$ cat src/rtl/pwm_fade_pkg.sv
// Shared definitions for the pwm_fade level generator and its neighbours.
package pwm_fade_pkg;

    // Default level width; the downstream pwm instance uses the same value.
    localparam int PW_BITS_DEF   = 8;
    localparam int RATE_BITS_DEF = 16;

    // Ramp controller state, 2-bit encoding.
    typedef enum logic [1:0] {
        IDLE      = 2'd0,
        RAMP_UP   = 2'd1,
        RAMP_DOWN = 2'd2
    } state_t;

endpackage

$ cat src/rtl/pwm_fade_if.sv
// Request/level bundle between a controller and the pwm_fade ramp generator.
//
// Handshake: a request is taken on a rising clk edge where target_valid and
// target_ready are both high. target/step/rate are only sampled on that edge.
// target_ready is high exactly while the generator is idle; a target_valid
// seen while target_ready is low is dropped, not queued.
interface pwm_fade_if #(
    parameter int PW_BITS   = 8,
    parameter int RATE_BITS = 16
);
    import pwm_fade_pkg::*;

    logic [PW_BITS-1:0]   target;
    logic [PW_BITS-1:0]   step;
    logic [RATE_BITS-1:0] rate;
    logic                 target_valid;
    logic                 target_ready;
    logic                 abort;
    logic [PW_BITS-1:0]   pulse_width;
    logic                 busy;
    logic                 done;
    state_t               dbg_state;

    modport master (
        output target, step, rate, target_valid, abort,
        input  target_ready, pulse_width, busy, done, dbg_state
    );

    modport slave (
        input  target, step, rate, target_valid, abort,
        output target_ready, pulse_width, busy, done, dbg_state
    );

endinterface

$ cat src/rtl/pwm_fade_tick_gen.sv
// Programmable prescaler: emits a one-cycle tick every rate+1 enabled cycles.
module pwm_fade_tick_gen #(
    parameter int RATE_BITS = 16
) (
    input  logic                 clk,
    input  logic                 rst,
    input  logic                 clear,
    input  logic                 enable,
    input  logic [RATE_BITS-1:0] rate,
    output logic                 tick
);

    logic [RATE_BITS-1:0] r_count;
    logic                 w_hit;

    assign w_hit = (r_count == rate);
    assign tick  = enable && w_hit;

    // Count enabled cycles, wrapping to 0 on the tick; clear wins over counting.
    always_ff @(posedge clk or negedge rst) begin
        if (!rst) begin
            r_count <= '0;
        end else if (clear) begin
            r_count <= '0;
        end else if (enable) begin
            if (w_hit) begin
                r_count <= '0;
            end else begin
                r_count <= r_count + 1'b1;
            end
        end
    end

endmodule

$ cat src/rtl/pwm_fade.sv
// Level ramp generator feeding pwm.pulse_width: walks the output level toward
// an accepted target in clamped steps, one step per prescaler tick.
module pwm_fade
    import pwm_fade_pkg::*;
#(
    parameter int PW_BITS   = PW_BITS_DEF,
    parameter int RATE_BITS = RATE_BITS_DEF
) (
    input  logic       clk,
    input  logic       rst,
    pwm_fade_if.slave  bus
);

    state_t               r_state;
    logic [PW_BITS-1:0]   r_pulse_width;
    logic [PW_BITS-1:0]   r_target_q;
    logic [PW_BITS-1:0]   r_step_q;
    logic [RATE_BITS-1:0] r_rate_q;
    logic                 r_done;

    logic                 w_ready;
    logic                 w_ramp;
    logic                 w_accept;
    logic                 w_abort;
    logic                 w_tick;
    logic [PW_BITS-1:0]   w_s;
    logic [PW_BITS:0]     w_diff;
    logic                 w_land;

    assign w_ready  = (r_state == IDLE);
    assign w_ramp   = !w_ready;
    assign w_accept = bus.target_valid && w_ready;
    assign w_abort  = bus.abort && w_ramp;

    // A zero step would never arrive, so it behaves as a step of one.
    assign w_s = (r_step_q == '0) ? {{(PW_BITS-1){1'b0}}, 1'b1} : r_step_q;

    // One extra bit keeps the distance exact; the ramp direction fixes its sign.
    assign w_diff = (r_state == RAMP_UP) ? ({1'b0, r_target_q} - {1'b0, r_pulse_width})
                                         : ({1'b0, r_pulse_width} - {1'b0, r_target_q});
    assign w_land = (w_diff <= {1'b0, w_s});

    // Abort suppresses a coincident tick so the level cannot move on that edge.
    pwm_fade_tick_gen #(
        .RATE_BITS (RATE_BITS)
    ) u_tick_gen (
        .clk    (clk),
        .rst    (rst),
        .clear  (w_accept || w_abort),
        .enable (w_ramp && !bus.abort),
        .rate   (r_rate_q),
        .tick   (w_tick)
    );

    // Ramp FSM: accept in IDLE, step on ticks, land or abort back to IDLE.
    always_ff @(posedge clk or negedge rst) begin
        if (!rst) begin
            r_state       <= IDLE;
            r_pulse_width <= '0;
            r_target_q    <= '0;
            r_step_q      <= '0;
            r_rate_q      <= '0;
            r_done        <= 1'b0;
        end else begin
            r_done <= 1'b0;
            case (r_state)
                IDLE: begin
                    if (bus.target_valid) begin
                        r_target_q <= bus.target;
                        r_step_q   <= bus.step;
                        r_rate_q   <= bus.rate;
                        if (bus.target > r_pulse_width) begin
                            r_state <= RAMP_UP;
                        end else if (bus.target < r_pulse_width) begin
                            r_state <= RAMP_DOWN;
                        end else begin
                            r_done <= 1'b1;
                        end
                    end
                end
                RAMP_UP, RAMP_DOWN: begin
                    if (bus.abort) begin
                        r_state <= IDLE;
                    end else if (w_tick) begin
                        if (w_land) begin
                            r_pulse_width <= r_target_q;
                            r_state       <= IDLE;
                            r_done        <= 1'b1;
                        end else if (r_state == RAMP_UP) begin
                            r_pulse_width <= r_pulse_width + w_s;
                        end else begin
                            r_pulse_width <= r_pulse_width - w_s;
                        end
                    end
                end
                default: begin
                    r_state <= IDLE;
                end
            endcase
        end
    end

    assign bus.target_ready = w_ready;
    assign bus.busy         = w_ramp;
    assign bus.done         = r_done;
    assign bus.pulse_width  = r_pulse_width;
    assign bus.dbg_state    = r_state;

endmodule

$ cat src/flat_wrapper.sv
// flat-port wrapper written by rule: the top's interface ports become plain ports
module pwm_fade_flat import pwm_fade_pkg::*;
#(
    parameter int PW_BITS   = PW_BITS_DEF,
    parameter int RATE_BITS = RATE_BITS_DEF
)
  (clk, rst, bus_target, bus_step, bus_rate, bus_target_valid, bus_abort, bus_target_ready, bus_pulse_width, bus_busy, bus_done, bus_dbg_state);
  pwm_fade_if #(.PW_BITS(PW_BITS), .RATE_BITS(RATE_BITS)) bus_i ();
  input  logic clk;
  input  logic rst;
  input wire logic [$bits(bus_i.target)-1:0] bus_target;
  input wire logic [$bits(bus_i.step)-1:0] bus_step;
  input wire logic [$bits(bus_i.rate)-1:0] bus_rate;
  input wire logic [$bits(bus_i.target_valid)-1:0] bus_target_valid;
  input wire logic [$bits(bus_i.abort)-1:0] bus_abort;
  output wire logic [$bits(bus_i.target_ready)-1:0] bus_target_ready;
  output wire logic [$bits(bus_i.pulse_width)-1:0] bus_pulse_width;
  output wire logic [$bits(bus_i.busy)-1:0] bus_busy;
  output wire logic [$bits(bus_i.done)-1:0] bus_done;
  output wire logic [$bits(bus_i.dbg_state)-1:0] bus_dbg_state;
  assign bus_i.target = bus_target;
  assign bus_i.step = bus_step;
  assign bus_i.rate = bus_rate;
  assign bus_i.target_valid = bus_target_valid;
  assign bus_i.abort = bus_abort;
  assign bus_target_ready = bus_i.target_ready;
  assign bus_pulse_width = bus_i.pulse_width;
  assign bus_busy = bus_i.busy;
  assign bus_done = bus_i.done;
  assign bus_dbg_state = bus_i.dbg_state;
  pwm_fade #(.PW_BITS(PW_BITS), .RATE_BITS(RATE_BITS)) u_core (.clk(clk), .rst(rst), .bus(bus_i));
endmodule
$ cat config.mk
export PLATFORM = sky130hd
export DESIGN_NAME = pwm_fade_flat
export DESIGN_NICKNAME = d
export VERILOG_FILES = /design/src/rtl/pwm_fade_pkg.sv /design/src/rtl/pwm_fade_if.sv /design/src/rtl/pwm_fade_tick_gen.sv /design/src/rtl/pwm_fade.sv /design/src/flat_wrapper.sv
export SDC_FILE = /design/constraint.sdc
export NUM_CORES = 1
export LEC_CHECK = 0
export CAP_MARGIN = 20
export CORE_ASPECT_RATIO = 0.7
export CORE_MARGIN = 2
export CORE_UTILIZATION = 57
export DETAILED_ROUTE_END_ITERATION = 7
export PLACE_DENSITY = 0.81
export SYNTH_ARGS = -nofsm -noshare
export SYNTH_HDL_FRONTEND = slang
export SYNTH_SLANG_ARGS = --single-unit
$ cat constraint.sdc
create_clock -name clk -period 4 [get_ports clk]
set_input_delay 0.8 -clock clk [delete_from_list [all_inputs] [get_ports clk]]
set_output_delay 0.8 -clock clk [all_outputs]
set_load 0.1 [all_outputs]
==> Implementation_results.wiki <==
{| class="wikitable"
! Metric !! Value
|-
| Number of global-route vias before repair || between 3000 and 4000
|-
| Finished Core Util || 0.697
|-
| Hold/Removal Path Class || in -> async
|-
| Total nets after synthesis || a little over 500
|-
| Cell internal power dissipation || around 2.2 mW
|-
| Hold Worst Slack || around 0.48 ns
|-
| Leading register cell type out of synthesis || sky130_fd_sc_hd__dfrtp_1
|-
| Placement row count || 26
|-
| Number of synthesized register bits || 59
|-
| Fin nets || between 500 and 600
|-
| Routed len/inst || ~17 µm
|-
| Lkg Pwr || between 2 and 2.5 nW
|-
| Number of different library cells in the post-synthesis netlist || 52
|-
| Post-Syn Area || between 4000 and 5000 µm²
|-
| First-pass GRT wire length || ~17000 µm
|-
| Max H-tree Level || 3
|-
| Post-route DRC || 0
|-
| Minimum setup slack after placement || just under 0.3 ns
|-
| Max Cap Violations || 0
|-
| Count of non-filler cells in the finished layout || between 500 and 600
|-
| Minimum period implied by the final worst setup slack || around 3.7 ns
|-
| Post-placement cell area || between 4000 and 5000 µm²
|-
| Clock latency on the worst-skew pair || between 0.3 and 0.4 ns
|-
| Worst-case vdd ir drop || about 0.0006 V
|-
| Setup Skew || approximately 0.0072 ns
|-
| Detail Placement HPWL || 7600 µm
|-
| Initial detailed-routing violation count || 199
|-
| Logic gate share of total power || 0.608
|-
| Run status || complete, no violations
|-
| Net switching power || between 1.5 and 2 mW
|-
| CTS Hold Buffers Added || 0
|-
| Via total after detailed routing || 3466
|-
| Die Height || between 70 and 80 µm
|-
| Unrepaired setup endpoints after global routing || false
|-
| Clock transition at path regs || 0.07 ns
|-
| Total congestion overflow after global routing || 0
|-
| Clock buffers created by TritonCTS || 9
|-
| Critical-path top delay cell || sky130_fd_sc_hd__dfrtp_1
|-
| Share of power burned in the clock network || 0.153
|-
| Slowest stage delay, CP || 0.42 ns
|-
| Area of the placeable core || approximately 7300 µm²
|-
| Cells after Synth || about 430
|-
| Post-layout total power || approximately 4.1 mW
|-
| Worst Tran Pin Value || ~1.1 ns
|-
| Starting density of the core || 0.587
|-
| Number of clock sinks || a little under 60
|-
| Overall track demand over capacity in global routing || 0.263
|-
| Maximum number of pins on one net before global-route repair || 31
|-
| Max_slew headroom || 0.284
|-
| Count of endpoints failing hold in the final timing report || 0
|-
| Classification of the worst setup path || reg -> reg
|-
| Critical path peak fanout || 7
|-
| Length of the first detailed-routing pass in iterations || 4
|-
| Count of endpoints failing setup in the final report || 0
|-
| Antenna Nets Post-Route || 0
|-
| Last weighted congestion value of the routability-driven placer || 0.938
|-
| Seq/Total Area, Yosys || 0.347
|-
| Inst Count DP || 570
|-
| Endpoint arrival time on the critical path || approximately 3.9 ns
|-
| Ys async rst share || 1.00
|-
| Max Buffers Root-to-Sink || 2
|-
| Post-synthesis average cell area || 9.88 µm²
|-
| Overall die area || just over 8000 µm²
|-
| Port Buffer Count || 48
|-
| Clock root buffer || sky130_fd_sc_hd__clkbuf_8
|-
| Highest Clock Rate || around 270 MHz
|-
| Critical Path RT || between 4 and 5 ns
|-
| Layout Area Growth over Synthesis || 18.8%
|-
| Share of cells above drive strength 1 || 0.143
|-
| Total Wirelength || between 10000 and 15000 µm
|-
| Number of synthesized flops with an enable pin || 0
|-
| Register share of total power || 0.238
|-
| Setup TNS after final layout || 0 ns
|-
| Pwr/cell area || roughly 810 nW/µm²
|-
| Clock tree from TritonCTS || yes
|-
| Final period utilization || 0.920
|-
| Finished layout cell area || between 5000 and 6000 µm²
|-
| Worst-path cell chain || inv_1 -> ha_1 -> fa_1 -> nor2b_1 -> o21ai_0 -> nand3b_1 -> and2_1 -> a31oi_1 -> xnor2_1 -> ha_1 -> nor4_1 -> o21ai_0 -> o221ai_1 -> o221ai_1 -> nor2_2 -> buf_4 -> mux2i_1 -> a21oi_1
|-
| Initial antenna violation count || 0
|-
| Kind of start point of the critical path || register
|-
| Endpoint class of the critical path || register
|-
| Number of synthesis warnings || 0
|-
| Drt via density || 5.89
|-
| Floorplan die width || approximately 110 µm
|-
| Setup ws final || ~0.32 ns
|-
| Top-level I/O count || 49
|-
| Final-report max-slew violation count || 0
|-
| Inserted Diodes || 0
|-
| Switching share of total power || 0.451
|}
==> cells by family (layout without fill, tap and decap cells) <==
group / after synthesis / in the layout / synth area share
and+or+nand+nor: 99 / 99 / 0.119
AOI/OAI and AO/OA: 95 / 95 / 0.145
DFF: 59 / 59 / 0.347
adders and majority gates: 49 / 49 / 0.149
buffers and inverters: 47 / 106 / 0.0494
muxes: 43 / 43 / 0.110
xor gates and xnor gates: 39 / 39 / 0.0802
==> worst max-delay path: cells and delay by family (launching register included) <==
| family | cells | cell delay, ns |
|---|---|---|
| AOI/OAI and AO/OA | 6 | 0.83 |
| adders and majority gates | 3 | 0.82 |
| and+or+nand+nor | 5 | 0.80 |
| DFF | 1 | 0.42 |
| buffers and inverters | 2 | 0.28 |
| muxes | 1 | 0.23 |
| xor gates and xnor gates | 1 | 0.15 |
==> routing by layer <==
| metal | vias up | track usage | share of wire |
|---|---|---|---|
| met3 | 13 | 0.0659 | 0.062 |
| met4 | 0 | 0.0545 | 0.0095 |
| li1 | 1636 | - | - |
| met5 | - | 0 | 0 |
| met1 | 1711 | 0.398 | 0.50 |
| met2 | 106 | 0.380 | 0.43 |
==> cells in the mapped netlist (all sizes together), types with 6 or more instances <==
cell type,count,area share
nand2,18,0.016
xnor2,28,0.058
a31oi,8,0.012
buf,7,0.014
xor2,11,0.023
nor2b,6,0.0088
clkbuf,6,0.0053
inv,34,0.030
nand2b,6,0.0088
ha,46,0.14
dfrtp,59,0.35
mux2i,11,0.026
nor2,28,0.025
nand3,10,0.012
nand4,8,0.012
and3,8,0.012
a21oi,22,0.027
mux2,32,0.085
o21ai,35,0.041
==> final timing paths <==
path | endpoint | cells past startpoint | slack (ns) | from
setup / recovery | u_core.bus.pulse_width[5] | 18 | 0.32 | u_core.r_target_q[0]
hold / removal | u_core.r_rate_q[13] | 1 | 0.48 | rst
setup reg to reg | u_core.bus.pulse_width[5] | 18 | 0.32 | u_core.r_target_q[0]
hold reg to reg | u_core.r_rate_q[11] | 1 | 0.53 | u_core.r_rate_q[11]
max in group asynchronous | u_core.bus.pulse_width[1] | 2 | 2.67 | rst
min in group clk | u_core.r_rate_q[11] | 1 | 0.53 | u_core.r_rate_q[11]
==> repair_timing <==
action / CTS / global route
buffers inserted: 0 / 2
resized for setup: 0 / 1
setup endpoints to repair: 0 / 1
==> state kept, by name, indices dropped and copies added (netlist names) <==
name / flops
u_core.r_rate_q: 16
u_core.u_tick_gen.r_count: 16
u_core.bus.pulse_width: 8
u_core.r_step_q: 8
u_core.r_target_q: 8
u_core.bus.dbg_state: 2
u_core.bus.done: 1
==> power groups by stage <==
stage,combinational (mW),clock [mW],sequential [mW]
4_1_cts,2.43,0.635,0.967
3_3_place_gp,2.34,0,0.965
3_5_place_dp,2.41,0,0.979
2_1_floorplan,1.84,0,0.989
6_report,2.48,0.625,0.972
5_1_grt,2.72,0.659,0.995
==> layout by cell type (no fill, tap or decap), types with 3 or more instances in the layout <==
master and instances:
sky130_fd_sc_hd__a31oi_1 8, sky130_fd_sc_hd__dfrtp_1 57, sky130_fd_sc_hd__nor2_1 27, sky130_fd_sc_hd__o21ai_1 6, sky130_fd_sc_hd__xnor2_1 28, sky130_fd_sc_hd__clkdlybuf4s50_1 46
sky130_fd_sc_hd__nand2_1 18, sky130_fd_sc_hd__nand4_1 8, sky130_fd_sc_hd__a21oi_1 21, sky130_fd_sc_hd__ha_1 46, sky130_fd_sc_hd__mux2i_1 11, sky130_fd_sc_hd__o211ai_1 3
sky130_fd_sc_hd__mux2_2 32, sky130_fd_sc_hd__nor2b_1 6, sky130_fd_sc_hd__buf_4 9, sky130_fd_sc_hd__o21ai_0 29, sky130_fd_sc_hd__nor3_1 4, sky130_fd_sc_hd__fa_1 3
sky130_fd_sc_hd__nand3_1 10, sky130_fd_sc_hd__xor2_1 11, sky130_fd_sc_hd__nand2b_1 6, sky130_fd_sc_hd__o21a_1 4, sky130_fd_sc_hd__clkbuf_8 10, sky130_fd_sc_hd__inv_1 34
sky130_fd_sc_hd__and3_1 8
==> layout make-up <==
class                           instances  area, µm²
Timing Repair Buffer                   56        533
Clock buffer                           10        138
Clock inverter                          6       88.8
Sequential cell                        59       1480
Multi-Input combinational cell        325       2570
Fill cell                             538       2190
Inverter                               34        128
Tap cell                               98        123
No activity file was read; power rests on OpenSTA's default activity.
